### config.mk
export PLATFORM = sky130hd
export DESIGN_NAME = alu_4bit
export DESIGN_NICKNAME = d
export VERILOG_FILES = /design/src/rtl/alu_4bit_pkg.sv /design/src/rtl/alu_4bit_comb.sv /design/src/rtl/alu_4bit.sv
export SDC_FILE = /design/constraint.sdc
export NUM_CORES = 1
export LEC_CHECK = 0
export BUFFER_PORTS_ARGS = -buffer_cell sky130_fd_sc_hd__buf_2
export CORE_UTILIZATION = 55
export DETAILED_ROUTE_END_ITERATION = 8
export GPL_TIMING_DRIVEN = 0
export HOLD_SLACK_MARGIN = 0.12
export PLACE_DENSITY = 0.88
export SLEW_MARGIN = 5
export SYNTH_ARGS = -nofsm -noshare
export SYNTH_HDL_FRONTEND = slang
export SYNTH_HIERARCHICAL = 1
export SYNTH_SLANG_ARGS = --single-unit
### constraint.sdc
create_clock -name clk -period 1.05 [get_ports clk]
set_input_delay 0.315 -clock clk [delete_from_list [all_inputs] [get_ports clk]]
set_output_delay 0.315 -clock clk [all_outputs]
set_load 0.02 [all_outputs]
### src/rtl/alu_4bit_pkg.sv
// Shared types for the 4-bit ALU: operation encoding and the flag bundle.
package alu_4bit_pkg;

  localparam int DEFAULT_WIDTH = 4;

  typedef enum logic [2:0] {
    OP_ADD = 3'b000,
    OP_SUB = 3'b001,
    OP_AND = 3'b010,
    OP_OR  = 3'b011,
    OP_XOR = 3'b100,
    OP_NOT = 3'b101,
    OP_SHL = 3'b110,
    OP_SHR = 3'b111
  } alu_op_e;

  typedef struct packed {
    logic zero;
    logic carry;
    logic overflow;
  } alu_flags_t;

endpackage

### src/rtl/alu_4bit_comb.sv
// Combinational core of the ALU: decodes the op and produces result plus flags.
module alu_4bit_comb
  import alu_4bit_pkg::*;
#(
  parameter int WIDTH = DEFAULT_WIDTH
) (
  input  logic [WIDTH-1:0] a,
  input  logic [WIDTH-1:0] b,
  input  alu_op_e          op,
  output logic [WIDTH-1:0] result,
  output alu_flags_t       flags
);

  localparam int MSB = WIDTH - 1;

  logic [WIDTH:0] sum;
  logic [WIDTH:0] diff;

  // The extra top bit of diff is the borrow: it is set exactly when a < b.
  assign sum  = {1'b0, a} + {1'b0, b};
  assign diff = {1'b0, a} - {1'b0, b};

  always_comb begin
    result = '0;
    flags  = '0;
    case (op)
      OP_ADD: begin
        result         = sum[MSB:0];
        flags.carry    = sum[WIDTH];
        flags.overflow = (a[MSB] == b[MSB]) && (sum[MSB] != a[MSB]);
      end
      OP_SUB: begin
        result         = diff[MSB:0];
        flags.carry    = diff[WIDTH];
        flags.overflow = (a[MSB] != b[MSB]) && (diff[MSB] != a[MSB]);
      end
      OP_AND: result = a & b;
      OP_OR:  result = a | b;
      OP_XOR: result = a ^ b;
      OP_NOT: result = ~a;
      OP_SHL: begin
        result      = {a[MSB-1:0], 1'b0};
        flags.carry = a[MSB];
      end
      OP_SHR: begin
        result      = {1'b0, a[MSB:1]};
        flags.carry = a[0];
      end
      default: ;
    endcase
    flags.zero = (result == '0);
  end

endmodule

### src/rtl/alu_4bit.sv
// Registered 4-bit ALU with one-cycle latency and result hold when in_valid is low.
// Optional sticky overflow output is enabled by defining ALU_4BIT_STICKY_OVF_EN.
module alu_4bit
  import alu_4bit_pkg::*;
#(
  parameter int WIDTH = DEFAULT_WIDTH
) (
  input  logic             clk,
  input  logic             rst_n,
  input  logic             in_valid,
  input  logic [WIDTH-1:0] a,
  input  logic [WIDTH-1:0] b,
  input  logic [2:0]       ALU_Sel,
  output logic             out_valid,
  output logic [WIDTH-1:0] ALU_Result,
  output logic             Zero,
  output logic             Carry,
  output logic             Overflow
`ifdef ALU_4BIT_STICKY_OVF_EN
  ,
  output logic             Ovf_Sticky
`endif
);

  logic [WIDTH-1:0] result_next;
  alu_flags_t       flags_next;

  alu_4bit_comb #(.WIDTH(WIDTH)) u_comb (
    .a      (a),
    .b      (b),
    .op     (alu_op_e'(ALU_Sel)),
    .result (result_next),
    .flags  (flags_next)
  );

  // Zero resets high so that Zero == (ALU_Result == 0) holds through reset.
  always_ff @(posedge clk or negedge rst_n) begin
    if (!rst_n) begin
      out_valid  <= 1'b0;
      ALU_Result <= '0;
      Zero       <= 1'b1;
      Carry      <= 1'b0;
      Overflow   <= 1'b0;
    end else begin
      out_valid <= in_valid;
      if (in_valid) begin
        ALU_Result <= result_next;
        Zero       <= flags_next.zero;
        Carry      <= flags_next.carry;
        Overflow   <= flags_next.overflow;
      end
    end
  end

`ifdef ALU_4BIT_STICKY_OVF_EN
  always_ff @(posedge clk or negedge rst_n) begin
    if (!rst_n) begin
      Ovf_Sticky <= 1'b0;
    end else if (in_valid && flags_next.overflow) begin
      Ovf_Sticky <= 1'b1;
    end
  end
`endif

endmodule

[Yosys cells after proc, flatten, opt, wreduce, memory -nomap -nowiden]
Cells that the tools add are included.
Storage, ports and cells
  flip-flop bits (word level): 8
  output and inout port bits: 8
Cells by class
  add/sub/neg operators: 2
  equality and inequality tests: 11
  multiplexer cells: 3
  bitwise logic cells: 4
  reduce and logical (&&, ||, !) cells: 4
Operators by type and width (count)
  $pmux 4 s8: 1
  $eq 3x3->1 const B: 4
  $eq 3x2->1 const B: 2
  $add 4x4->5: 1
  $sub 4x4->5: 1
  $and 4x4->4: 1
  $logic_not 4->1: 1
  $not 4->4: 1
  $or 4x4->4: 1
  $pmux 1 s4: 1
  $xor 4x4->4: 1
  $eq 3x1->1 const B: 1
  $logic_not 3->1: 1
  $ne 1x1->1: 3
  $logic_and 1x1->1: 2
  $pmux 1 s2: 1
  $eq 1x1->1: 1

[Longest topological paths before layout]
  depth after elaboration: 4
  gate-level depth with buffers: 10
  mapped depth without buffers: 10

[Hierarchy]
Netlist, hierarchy kept.
Modules (own cells, without submodules)
  alu_4bit_comb: instances 1, cells each 103, area an instance 754.5 um^2, sequential area each 0.0 um^2
  alu_4bit: instances 1, cells each 16, area an instance 317.8 um^2, sequential area each 201.4 um^2

[Least setup slack after synthesis]
OpenSTA, ideal clock, no wires.
  path type: input-to-reg
  start: in a[3]
  end: reg Zero
  arrival: 1.924 ns
  data required time: 0.991 ns
  path slack: -0.933 ns
  stages on the path: 9
  path buffers: 1
  path through: clkbuf_1 -> inv_1 -> ha_1 -> nor3b_1 -> a211oi_1 -> a211oi_1 -> a32oi_2 -> nor4_2 -> mux2_4
RTL lines
  from (decl): line alu_4bit.sv:11  | input logic [WIDTH-1:0] a,
  to (signal assigned): line alu_4bit.sv:48  | Zero <= flags_next.zero;
  to (decl): line alu_4bit.sv:16  | output logic Zero,

==> parameters.txt <==
Parameter                              Value

Outcome
  Run status    finished, violations left
  Violated checks    DRC, setup timing

Routing
  Total wire length after detailed routing    4.97 mm
  Length of routed wiring on met1    1.63 mm
  DRC violation count after routing    6
  Total via count after detailed routing    1325
  ANT nets after route    0
  Drt first-iter violations    187
  Avg WL per Cell    26.6 um
  Wire length on met2    2.05 mm
  Highest metal used    met4
  Number of vias per cell    7.09
  Number of iterations in the first detailed-routing pass    9
  Met3 WL    750 um

Clock tree
  Clock root buffer    clkbuf_4
  Clock tree from TritonCTS    done
  Clock latency reported for the late side of the worst-skew pair    0.27 ns
  Number of buffers created by CTS    3
  Clock-pin slew reported for the worst setup and hold paths after clock tree synthesis    0.08 ns
  Buffer levels on the longest clock path    2
  Count of clock tree sinks    8
  Maximum level of the CTS H-tree    1

Floorplan
  Initial core utilization    60.1%
  Die Ht    46.2 um
  Ports    22
  Placement row count    15
  Area of the die    2130 sq um
  Die X-Extent    46.2 um
  Core box area    1780 sq um

Timing
  Setup TNS Final    -7.02 ns
  Worst Max-Slew Pin Slew    0.719 ns
  Normalized max-slew margin    51.9%
  Number of max-slew violations in the final report    0
  Clock Skew    0 ns
  Post-layout minimum cycle time    2.13 ns
  Tcrit/Tclk final    203%
  Worst Slack Setup Final    -1.08 ns
  Fmax    0.470 GHz
  Finish-stage setup viols    15
  Hold Vio Cnt, Final    0
  RSZ-0062 raised after global routing    yes

Placed design
  Placed cell count    164
  Buffers added on ports    20
  Estimated wirelength of the detail-placed design    1.73 mm
  Global placer's final weighted congestion    0.817

Finish
  Final #Nets    191
  Count of fill cells added during filler insertion    58
  Fraction of final layout cells sized beyond drive strength 1    56.2%
  Final std cells w/o fill    187
  Total inserted antenna cells    0
  Area grow syn2layout    53.7%

Worst setup path
  Type of element launching the critical path    primary input
  Setup slack on the worst flop-to-flop path    -0.03 ns
  Worst reg2reg path depth    3
  Required arrival time at the worst endpoint    1.27 ns
  Launch point of the worst reg-to-reg path    ALU_Result[1]$_DFFE_PN0P_
  Crit Path Category    primary input to register
  CP Max Fanout    3
  Arrival time reported for the critical path endpoint    2.35 ns
  Destination of the worst register-to-register timing path    ALU_Result[1]$_DFFE_PN0P_
  Worst Setup End Kind    register

Synthesis
  Post-synth top flop    dfrtp_1
  Count of flip-flops with a built-in enable after synthesis    0
  Number of warning messages in the yosys log    6
  Sequential cell area fraction in the yosys report    18.8%
  Flops & latches, synth    8
  Number of nets in the synthesized netlist    147
  Post-Synthesis Cell Area    1070 sq um
  Count of distinct cell types in the synthesized netlist    41
  Synth async-reset ratio    100%
  Avg Cell Area, Syn    9.01 sq um
  Post-Synthesis Cells    119

Flow run
  MaxCap Viol Count    0

Pwr
  Power density cells    1020 nW/um^2
  Leakage power summed over all cells    0.746 nW
  Worst voltage drop across the vdd grid    0.000703 V

Global route
  Grt total ovfl    0
  Vias in the first global route    1128
  Pin count of the biggest net entering global routing    11
  First-pass GRT wire length    5.89 mm
  Number of antenna violations at the first check in global routing    0
  Gr usage total    40.3%

Worst hold path
  Type of the worst min-delay path    primary input to register
  Capture endpoint of the worst hold path    out_valid$_DFF_PN0_
  Worst Hold Launch    in_valid
  Hold depth    1
-- how the worst max path moves through the flow --
stage               from                 to  cells past startpoint
floorplan           a[0]   Zero$_DFFE_PN1P_                     10
global placement    a[0]   Zero$_DFFE_PN1P_                     11
detailed placement  a[0]   Zero$_DFFE_PN1P_                     11
CTS                 a[0]   Zero$_DFFE_PN1P_                     11
global route        a[0]  Carry$_DFFE_PN0P_                     10
finish              a[0]  Carry$_DFFE_PN0P_                     10
-- where the power goes --
group,internal [mW],switching (mW)
clock network,0.147,0.164
logic,0.473,0.504
registers,0.350,0.0391
-- placed cells by master (no fill, tap or decap), types with 2 or more instances in the layout --
cell      instances
nand3_1           2
nor2b_1           2
buf_6            16
ha_4              4
buf_2             6
mux2_4            7
nor3_1            2
fa_2              2
buf_4            21
a21oi_2           3
nor2_1            8
nand2_1           6
a21oi_1           3
o21ai_1           2
inv_2             2
a211oi_1          3
inv_12            2
nand2b_1          4
inv_1             6
inv_4             2
a211oi_2          2
a22oi_1           2
clkbuf_4          3
xnor2_1           3
ha_1              8
dfrtp_1           7
-- critical path, cell delays in order --
cell and delay (ns):
buf_12 0.10, ha_1 0.29, inv_1 0.13, fa_2 0.41, buf_4 0.15, nor2_1 0.09
o21ai_0 0.13, a22oi_1 0.25, o2bb2ai_1 0.25, mux2_4 0.23
-- flip-flops by register name, indices dropped and copies added (netlist names) --
| name | cells |
|---|---|
| Zero | 1 |
| ALU_Result | 4 |
| Carry | 1 |
| Overflow | 1 |
| out_valid | 1 |
-- final cells by class --
type | instances | area, sq um | share of cell area (%)
sequential | 8 | 201 | 12.2
timing repair buffer | 39 | 338 | 20.5
clock buffer | 4 | 26.3 | 1.59
tap | 25 | 31.3 | 1.90
buffer | 8 | 88.8 | 5.39
multi-input combinational | 90 | 880 | 53.4
inverter | 13 | 82.6 | 5.01
-- cell families (layout without fill, tap and decap cells) --
group           after synthesis  count (layout)  synth area share [%]
buf+inv                      21              64                  11.9
fa+ha+maj                    14              14                  17.7
xor+xnor                      5               5                  4.08
mux                           8               8                  10.7
simple gates                 34              34                  16.9
compound gates               29              29                  19.8
flops                         8               8                  18.8
-- repair_timing --
| item | in CTS | in global routing |
|---|---|---|
| hold endpoints to repair | 8 | 0 |
| hold buffers | 1 | 0 |
| endpoints found under the setup margin | 15 | 15 |
| cloned | 0 | 0 |
| setup buffers | 12 | 7 |
| pin swaps | 17 | 6 |
| resized for setup | 38 | 8 |
-- metal layers --
| layer | track usage, % | vias to the layer above |
|---|---|---|
| met4 | 18.8 | 0 |
| li1 | - | 502 |
| met2 | 66.5 | 160 |
| met1 | 46.2 | 597 |
| met3 | 14.1 | 66 |
| met5 | 0 | - |
-- Yosys cell counts (all sizes together), types with 2 or more instances --
master  number  area share [%]
nor4         2             1.8
o21ai        3             1.4
o31ai        2             1.4
a22oi        2             1.4
dfrtp        7              16
inv         13             4.6
nand2        7             2.5
a21oi        6             2.8
nor2b        2             1.2
mux2         7             9.8
o211ai       2             1.9
fa           2             3.7
ha          12              14
nand2b       4             2.3
buf          7             7.0
xnor2        4             3.3
nor2         9             3.2
a211oi       5             3.5
nand3        3             1.4
nor3         3             1.9
-- stage by stage --
| stage | power, mW | instance area, sq um | utilization, % | setup WS (ns) | hold slack (ns) |
|---|---|---|---|---|---|
| 3_3_place_gp | 0.956 | 1320 | 73.8 | -1.13 | 0.154 |
| 5_1_grt | 1.75 | 1650 | 92.4 | -1.06 | 0.168 |
| 6_report | 1.68 | 1650 | 92.4 | -1.08 | 0.190 |
| 4_1_cts | 1.39 | 1560 | 87.5 | -0.753 | 0.194 |
| 2_1_floorplan | 0.817 | 1180 | - | -0.781 | 0.0194 |
| 3_5_place_dp | 0.971 | 1320 | 73.8 | -1.17 | 0.157 |
Power figures use the tool's default switching activity.
